$ cat src/rtl/mem_arb_pkg.sv
// Shared definitions for the two-requester memory arbiter.
// State encodings, default geometry and a small helper used by the sequencer.
package mem_arb_pkg;

  // Default geometry of the shared data memory and requester buses.
  localparam int unsigned MEM_DATA_W = 8;
  localparam int unsigned MEM_ADDR_W = 8;
  localparam int unsigned MEM_DEPTH  = 32;

  // Sequencer state encoding.
  localparam logic [1:0] ST_IDLE   = 2'd0;
  localparam logic [1:0] ST_ACCESS = 2'd1;
  localparam logic [1:0] ST_DONE   = 2'd2;

  typedef enum logic [1:0] {
    StIdle   = ST_IDLE,
    StAccess = ST_ACCESS,
    StDone   = ST_DONE
  } state_e;

  // Requester index helper: the requester that did not win this time.
  function automatic logic other_idx(input logic idx);
    return ~idx;
  endfunction

endpackage

$ cat src/rtl/rr_arb2.sv
// Two-way round-robin pick, purely combinational.
// A lone request wins outright; on a tie the requester that did not win last time wins.
module rr_arb2
  import mem_arb_pkg::*;
(
  input  logic [1:0] req,
  input  logic       last_grant,
  output logic       grant_valid,
  output logic       grant_idx
);

  // Decode the winner from the request pair and the previous grant.
  always_comb begin
    grant_valid = |req;
    grant_idx   = 1'b0;
    case (req)
      2'b01:   grant_idx = 1'b0;
      2'b10:   grant_idx = 1'b1;
      2'b11:   grant_idx = other_idx(last_grant);
      default: grant_idx = 1'b0;
    endcase
  end

endmodule

$ cat src/rtl/mem_arbiter.sv
// Arbiter and sequencer for the shared single-port data memory.
// Each granted transaction runs IDLE -> ACCESS -> DONE: one memory access, then a one-cycle ack.
// Memory pins are decoded from registered state only, so req never reaches the memory
// combinationally.
// Optional build macro MEM_ARB_ADDR_CHECK_EN: addresses >= DEPTH are suppressed, return 0 and
// raise err0/err1 with the ack.
module mem_arbiter
  import mem_arb_pkg::*;
#(
  parameter int unsigned DATA_W = MEM_DATA_W,
  parameter int unsigned ADDR_W = MEM_ADDR_W,
  parameter int unsigned DEPTH  = MEM_DEPTH
) (
  input  logic              clock,
  input  logic              reset,
  // Requester 0: datapath load/store side
  input  logic              req0,
  input  logic              we0,
  input  logic [ADDR_W-1:0] addr0,
  input  logic [DATA_W-1:0] wdata0,
  output logic              ack0,
  output logic [DATA_W-1:0] rdata0,
  // Requester 1: loader/debug side
  input  logic              req1,
  input  logic              we1,
  input  logic [ADDR_W-1:0] addr1,
  input  logic [DATA_W-1:0] wdata1,
  output logic              ack1,
  output logic [DATA_W-1:0] rdata1,
  // Memory side
  output logic [ADDR_W-1:0] mem_address,
  output logic [DATA_W-1:0] mem_wd,
  output logic              mem_read,
  output logic              mem_write,
  input  logic [DATA_W-1:0] mem_rd,
`ifdef MEM_ARB_ADDR_CHECK_EN
  output logic              err0,
  output logic              err1,
`endif
  output logic              busy
);

  state_e            state_q, state_d;
  logic              last_grant_q, last_grant_d;
  logic              idx_q, idx_d;
  logic              we_q, we_d;
  logic [ADDR_W-1:0] addr_q, addr_d;
  logic [DATA_W-1:0] wdata_q, wdata_d;
  logic [DATA_W-1:0] rdata0_q, rdata0_d;
  logic [DATA_W-1:0] rdata1_q, rdata1_d;

  logic              grant_valid;
  logic              grant_idx;
  logic              addr_ok;
  logic [DATA_W-1:0] load_data;

  rr_arb2 u_rr_arb2 (
    .req         ({req1, req0}),
    .last_grant  (last_grant_q),
    .grant_valid (grant_valid),
    .grant_idx   (grant_idx)
  );

`ifdef MEM_ARB_ADDR_CHECK_EN
  // One extra bit so a DEPTH equal to 2**ADDR_W still compares correctly.
  localparam logic [ADDR_W:0] DepthLimit = DEPTH[ADDR_W:0];

  // Range check on the latched address.
  always_comb begin
    addr_ok = ({1'b0, addr_q} < DepthLimit);
  end
`else
  // Without the range check every address goes to the memory's own decode.
  always_comb begin
    addr_ok = 1'b1;
  end
`endif

  // Data captured at the end of ACCESS: memory read data, or zero for a suppressed access.
  always_comb begin
    load_data = addr_ok ? mem_rd : '0;
  end

  // Next-state logic: grant and latch in IDLE, capture read data at the close of ACCESS.
  always_comb begin
    state_d      = state_q;
    last_grant_d = last_grant_q;
    idx_d        = idx_q;
    we_d         = we_q;
    addr_d       = addr_q;
    wdata_d      = wdata_q;
    rdata0_d     = rdata0_q;
    rdata1_d     = rdata1_q;

    unique case (state_q)
      StIdle: begin
        if (grant_valid) begin
          idx_d        = grant_idx;
          last_grant_d = grant_idx;
          we_d         = grant_idx ? we1    : we0;
          addr_d       = grant_idx ? addr1  : addr0;
          wdata_d      = grant_idx ? wdata1 : wdata0;
          state_d      = StAccess;
        end
      end
      StAccess: begin
        // Writes leave rdata alone; reads and suppressed accesses load the winner only.
        if (!we_q || !addr_ok) begin
          if (idx_q) begin
            rdata1_d = load_data;
          end else begin
            rdata0_d = load_data;
          end
        end
        state_d = StDone;
      end
      StDone: begin
        state_d = StIdle;
      end
      default: begin
        state_d = StIdle;
      end
    endcase
  end

  // State and request register; reset makes requester 0 win the first tie.
  always_ff @(posedge clock or negedge reset) begin
    if (!reset) begin
      state_q      <= StIdle;
      last_grant_q <= 1'b1;
      idx_q        <= 1'b0;
      we_q         <= 1'b0;
      addr_q       <= '0;
      wdata_q      <= '0;
      rdata0_q     <= '0;
      rdata1_q     <= '0;
    end else begin
      state_q      <= state_d;
      last_grant_q <= last_grant_d;
      idx_q        <= idx_d;
      we_q         <= we_d;
      addr_q       <= addr_d;
      wdata_q      <= wdata_d;
      rdata0_q     <= rdata0_d;
      rdata1_q     <= rdata1_d;
    end
  end

  // Output decode from registered state; async reset forces every strobe low at once.
  always_comb begin
    mem_address = '0;
    mem_wd      = '0;
    mem_read    = 1'b0;
    mem_write   = 1'b0;
    ack0        = 1'b0;
    ack1        = 1'b0;

    unique case (state_q)
      StAccess: begin
        mem_address = addr_q;
        mem_wd      = wdata_q;
        mem_write   = we_q & addr_ok;
        mem_read    = ~we_q & addr_ok;
      end
      StDone: begin
        ack0 = ~idx_q;
        ack1 = idx_q;
      end
      default: begin
        mem_read = 1'b0;
      end
    endcase
  end

`ifdef MEM_ARB_ADDR_CHECK_EN
  // Error flags pulse with the ack; addr_q is still the latched address during DONE.
  always_comb begin
    err0 = ack0 & ~addr_ok;
    err1 = ack1 & ~addr_ok;
  end
`endif

  // Read data and busy indication.
  always_comb begin
    rdata0 = rdata0_q;
    rdata1 = rdata1_q;
    busy   = (state_q != StIdle);
  end

endmodule

$ cat config.mk
export PLATFORM = sky130hd
export DESIGN_NAME = mem_arbiter
export DESIGN_NICKNAME = d
export VERILOG_FILES = /design/src/rtl/mem_arb_pkg.sv /design/src/rtl/rr_arb2.sv /design/src/rtl/mem_arbiter.sv
export SDC_FILE = /design/constraint.sdc
export NUM_CORES = 1
export LEC_CHECK = 0
export CAP_MARGIN = 20
export CORE_AREA = 2 2 100 54
export CTS_BUF_LIST = sky130_fd_sc_hd__clkbuf_8
export CTS_CLUSTER_SIZE = 12
export DETAILED_ROUTE_END_ITERATION = 7
export DIE_AREA = 0 0 102 56
export PLACE_DENSITY = 0.76
export SLEW_MARGIN = 40
export SYNTH_ARGS = -nofsm -noshare
export SYNTH_HDL_FRONTEND = slang
export SYNTH_SLANG_ARGS = --single-unit
$ cat constraint.sdc
create_clock -name clock -period 1.62 [get_ports clock]
set_input_delay 0.162 -clock clock [delete_from_list [all_inputs] [get_ports clock]]
set_output_delay 0.162 -clock clock [all_outputs]
set_load 0.02 [all_outputs]
After elaboration in Yosys (flattened, before gate mapping)
Cells that the tools add are included.

word-level totals
  bits in registers = 37
  input port bits = 46
  output and inout port bits = 37

operators by class
  bitwise logic cells = 3
  reduce and logical (&&, ||, !) cells = 6
  muxes and demuxes = 12
  equality and inequality tests = 5

operator list
  kind                  number
  $mux W8               4
  $eq A2 B2 Y1 const B  3
  $reduce_and A3 Y1     2
  $mux W1               5
  $pmux W2 S2           1
  $not A1 Y1            3
  $eq A2 B1 Y1 const B  1
  $logic_not A2 Y1      1
  $mux W2               1
  $ne A2 B2 Y1 const B  1
  $pmux W1 S2           1
  $reduce_and A2 Y1     1
  $reduce_bool A2 Y1    1
  $reduce_or A2 Y1      1

Longest topological paths before layout
  depth in word-level cells = 3
  mapped depth = 5
  depth with buffers taken out = 3

By module
Synthesis repeated with hierarchy kept, for this count alone.

unflattened totals
  cell total of the unflattened synthesis = 122
  area total of the unflattened synthesis = 1747.9 um^2

modules (own cells, without submodules)
  module       times used  area each (um^2)  cells each  sequential area each (um^2)
  mem_arbiter  1           1734.2            120         927.1
  rr_arb2      1           13.8              2           0.0

Worst setup path before layout
No wires, ideal clock.

  kind = register -> register
  start = register last_grant_q
  end = register addr_q[2]
  stages on the path, launching flop included = 6
  path slack = 51 ps
  library setup time = 125 ps
  arrival time = 1444 ps
  required time = 1495 ps
  cells stage by stage = dfstp_2 a21bo_1 buf_6 buf_8 mux2_4 mux2_2

between the ends
  longest elaborated chain between the ends = 3

RTL lines
  item                      line                RTL
  start: declaration        mem_arbiter.sv:44   logic last_grant_q, last_grant_d;
  start signal: assignment  mem_arbiter.sv:139  last_grant_q <= last_grant_d;
  $not A1 Y1                mem_arb_pkg.sv:23   return ~idx;
  $pmux W1 S2               rr_arb2.sv:16       case (req)
  $mux W8                   mem_arbiter.sv:101  addr_d = grant_idx ? addr1 : addr0;
  end signal: assignment    mem_arbiter.sv:142  addr_q <= addr_d;
  end: declaration          mem_arbiter.sv:47   logic [ADDR_W-1:0] addr_q, addr_d;

No other way between the ends.
A chain may end at the register's enable or synchronous reset.

Final worst setup path
  start = register last_grant_q
  end = register wdata_q[4]

between the ends
  longest elaborated chain between the ends = 3

RTL lines
  item                    line                RTL
  $not A1 Y1              mem_arb_pkg.sv:23
  $pmux W1 S2             rr_arb2.sv:16
  $mux W8                 mem_arbiter.sv:102  wdata_d = grant_idx ? wdata1 : wdata0;
  end signal: assignment  mem_arbiter.sv:143  wdata_q <= wdata_d;
  end: declaration        mem_arbiter.sv:48   logic [DATA_W-1:0] wdata_q, wdata_d;

No other way between the ends.

==> key figures <==
Pwr
  – Int Pwr: approximately 3.2 mW
  – Worst vdd ir: about 0.8 mV
  – Switching power total: between 1.5 and 2 mW
  – Clock power share: a little under an eighth
  – Net Sw Frac: 36.42%
  – Combinational share of power: 55.6%
  – Sequential power share: between 30% and 40%
  – Tot Pwr: just over 5 mW
  – PwrDens: about 1800 mW/mm²
  – Leakage power: 1.284 nW

Clock tree
  – Cts bufs inserted: 5
  – H-tree depth: 2
  – Clock Pin Slew Worst Setup and Hold Paths: roughly 0.080 ns
  – Max clock buf depth: 2
  – TritonCTS clock tree: built
  – CTS sink cnt: 37
  – Clk root buf: clkbuf_8
  – Clk_lat worst skew: between 0.2 and 0.3 ns

Routing
  – 1st-pass router iterations: 6
  – Routed Antenna Nets: 0
  – Vias: between 1,000 and 1,500
  – Total Wirelength: about 4400 µm
  – Via/cell ratio: roughly 4.5
  – Drt drc: 0
  – First DRT Iteration DRCs: 20
  – Post-DR wirelength/cell: between 10 and 15 µm

Final layout
  – Share of layout cells above drive strength 1: approximately 43%
  – Diode count: 0
  – # nets final: about 270
  – Fillers: between 400 and 500
  – Area grow syn2layout: 60.16%

Global routing
  – Largest net degree at the start of global routing: 20
  – Vias in the first global route: approximately 1,400
  – Gr ovfl total: 0
  – Gr usage total: about 16%
  – First-pass GRT wire length: 7017 µm
  – Initial antenna violation count: 0

STA
  – Setup tns final: 0 ns
  – Worst rel slew slack: between 60% and 70%
  – Slew Limit Fails: 0
  – Clk_skew: approximately 0.012 ns
  – Slew at the pin closest to its max-slew limit: about 0.48 ns
  – Fmax achieved: roughly 0.63 GHz
  – Fin. Hold Viols: 0
  – Period Utilization, post-route: a little over nine tenths
  – Tmin final: ~1.6 ns
  – # setup viols final: 0

Synth
  – Post-Synthesis Cell Area: ~0.0018 mm²
  – Syn nets: roughly 170
  – Library cells used by synthesis: 21
  – Total of warnings raised by yosys: 0
  – Sequential fraction of the synthesis area: a little over half
  – Seq cells post-synth: 37
  – Cells after Synth: ~120
  – Syn_area_per_cell: 14.37 µm²

Setup path
  – CP Data Arrival Time: between 1.5 and 2 ns
  – Critical path class: reg -> reg
  – Reg2Reg Depth: 4
  – Reg2reg end: wdata_q[4]
  – Crit. End Element: flip-flop
  – Startpoint Class: flip-flop
  – Reg-to-reg slack, setup: roughly 0.037 ns
  – CP required: roughly 1.8 ns
  – CP max FO: 5
  – Launching point of the worst reg2reg path: last_grant_q

Place
  – Post-DP HPWL: roughly 3400 µm
  – I/O Buffers: 82
  – Placer congestion estimate: ~0.74

Outcome
  – Status: completed

Run
  – Max-cap viol count: 0

Floorplanning
  – Starting Density: between 30% and 40%
  – Die width: around 100 µm
  – # rows: 18
  – IO Pins: 83
  – Die Span Y: between 50 and 60 µm
  – Core Box Area: approximately 0.0048 mm²
  – Die area: between 0.005 and 0.006 mm²

Worst hold path
  – Min-delay worst type: in -> async
==> cells in the final DEF (no fill, tap or decap) <==
cell / n
a21bo_4: 1
a21oi_1: 1
a31oi_1: 1
and2_1: 17
and3b_1: 1
buf_12: 2
buf_2: 13
buf_4: 17
buf_6: 2
clkbuf_16: 1
clkbuf_2: 1
clkbuf_8: 5
clkdlybuf4s15_1: 1
clkdlybuf4s50_1: 60
clkinv_2: 1
dfrtp_1: 36
dfstp_2: 1
dlygate4sd2_1: 2
dlygate4sd3_1: 1
inv_1: 5
mux2_2: 41
mux2_4: 9
nand2b_1: 1
nor2_1: 2
nor3_2: 1
nor3b_1: 1
nor3b_2: 1
o21ai_2: 1
o2bb2ai_1: 1
==> cell usage after synthesis <==
cell / instances / area [µm²]
buf_6: 1 / 11.26
mux2_2: 41 / 461.7
clkbuf_1: 1 / 3.750
mux2_4: 9 / 135.1
nor3b_2: 1 / 12.51
and2_1: 17 / 106.4
inv_1: 3 / 11.26
a31oi_1: 1 / 6.260
nor2_1: 2 / 7.510
o2bb2ai_1: 1 / 8.760
o21ai_2: 1 / 8.760
nor3_2: 1 / 10.01
dfrtp_1: 36 / 900.9
dfstp_2: 1 / 26.28
nor3b_1: 1 / 7.510
buf_2: 1 / 5.000
and3b_1: 1 / 8.760
a21oi_1: 1 / 5.000
buf_8: 1 / 15.01
a21bo_1: 1 / 10.01
nand2b_1: 1 / 6.260
==> kinds of logic after synthesis <==
| logic type | count (synthesis) | share of synthesized area, % |
|---|---|---|
| AOI/OAI and AO/OA | 5 | 2.194 |
| buffers and inverters | 7 | 2.618 |
| DFF | 37 | 52.44 |
| muxes | 50 | 33.76 |
| and+or+nand+nor | 24 | 8.988 |
==> worst max-delay path by stage <==
stage	start	end	slack (ns)	cells after the start
4_1_cts	state_q[1]	mem_wd[1]	0.00002	5
5_1_grt	last_grant_q	wdata_q[4]	-0.01	4
3_3_place_gp	req0	wdata_q[2]	-0.12	5
3_5_place_dp	req1	addr_q[7]	-0.11	5
2_1_floorplan	last_grant_q	addr_q[2]	0.05	5
6_report	last_grant_q	wdata_q[4]	0.04	4
==> worst max-delay path, stage by stage, from the launching register on <==
cell and delay [ns]:
dfstp_2 0.54, a21bo_4 0.17, buf_4 0.15, mux2_2 0.34, mux2_2 0.26
==> layer usage <==
| layer | share of wire, % | GRT usage [%] | vias to the layer above | wire length (µm) |
|---|---|---|---|---|
| met1 | 49 | 22.54 | 657 | 2197 |
| met5 | 0 | 0 | - | 0 |
| li1 | - | - | 635 | - |
| met4 | 0.31 | 4.000 | 0 | 14 |
| met3 | 5.7 | 3.643 | 2 | 255 |
| met2 | 45 | 25.09 | 44 | 1982 |
==> sequential cells by signal (all words and copies together), names as in the netlist <==
name	count
addr_q	8
idx_q	1
wdata_q	8
rdata0	8
rdata1	8
state_q	2
last_grant_q	1
we_q	1
==> cell type report <==
| cell class | instances | area, µm² | area share, % |
|---|---|---|---|
| Tap cell | 70 | 87.58 | 3.093 |
| Multi-Input combinational cell | 79 | 800.8 | 28.28 |
| Timing Repair Buffer | 100 | 923.4 | 32.61 |
| Clock inverter | 3 | 12.51 | 0.4419 |
| Sequential cell | 37 | 927.1 | 32.74 |
| Inverter | 3 | 11.26 | 0.3977 |
| Clock buffer | 5 | 68.82 | 2.430 |
==> metrics by stage <==
stage | setup slack (ns) | cell area [µm²] | cells | hold slack, ns | util, %
floorplan | 0.05087 | 1768 | 123 | -0.1336 | -
global placement | -0.1222 | 2774 | 286 | 0.1441 | 58.10
detailed placement | -0.1138 | 2774 | 286 | 0.1474 | 58.10
CTS | 0.00001543 | 2882 | 295 | 0.3710 | 60.35
global route | -0.01242 | 2831 | 297 | 0.3954 | 59.30
finish | 0.03679 | 2831 | 297 | 0.3701 | 59.30
==> repair_timing <==
action / 4_1_cts / 5_1_grt
gates cloned: 0 / 1
resized for setup: 55 / 30
setup endpoints to repair: 21 / 36
endpoints found under the hold margin: 17 / 0
buffers inserted: 0 / 1
hold buffers: 1 / 0
pin swaps: 0 / 1
==> power by group through the flow <==
| stage | clock (mW) | sequential, mW | combinational, mW |
|---|---|---|---|
| global route | 0.678 | 1.72 | 3.01 |
| floorplan | 0 | 1.87 | 1.34 |
| finish | 0.591 | 1.66 | 2.82 |
| detailed placement | 0 | 1.68 | 2.93 |
| CTS | 0.619 | 1.66 | 2.86 |
| global placement | 0 | 1.65 | 2.89 |
Power figures use the tool's default switching activity.
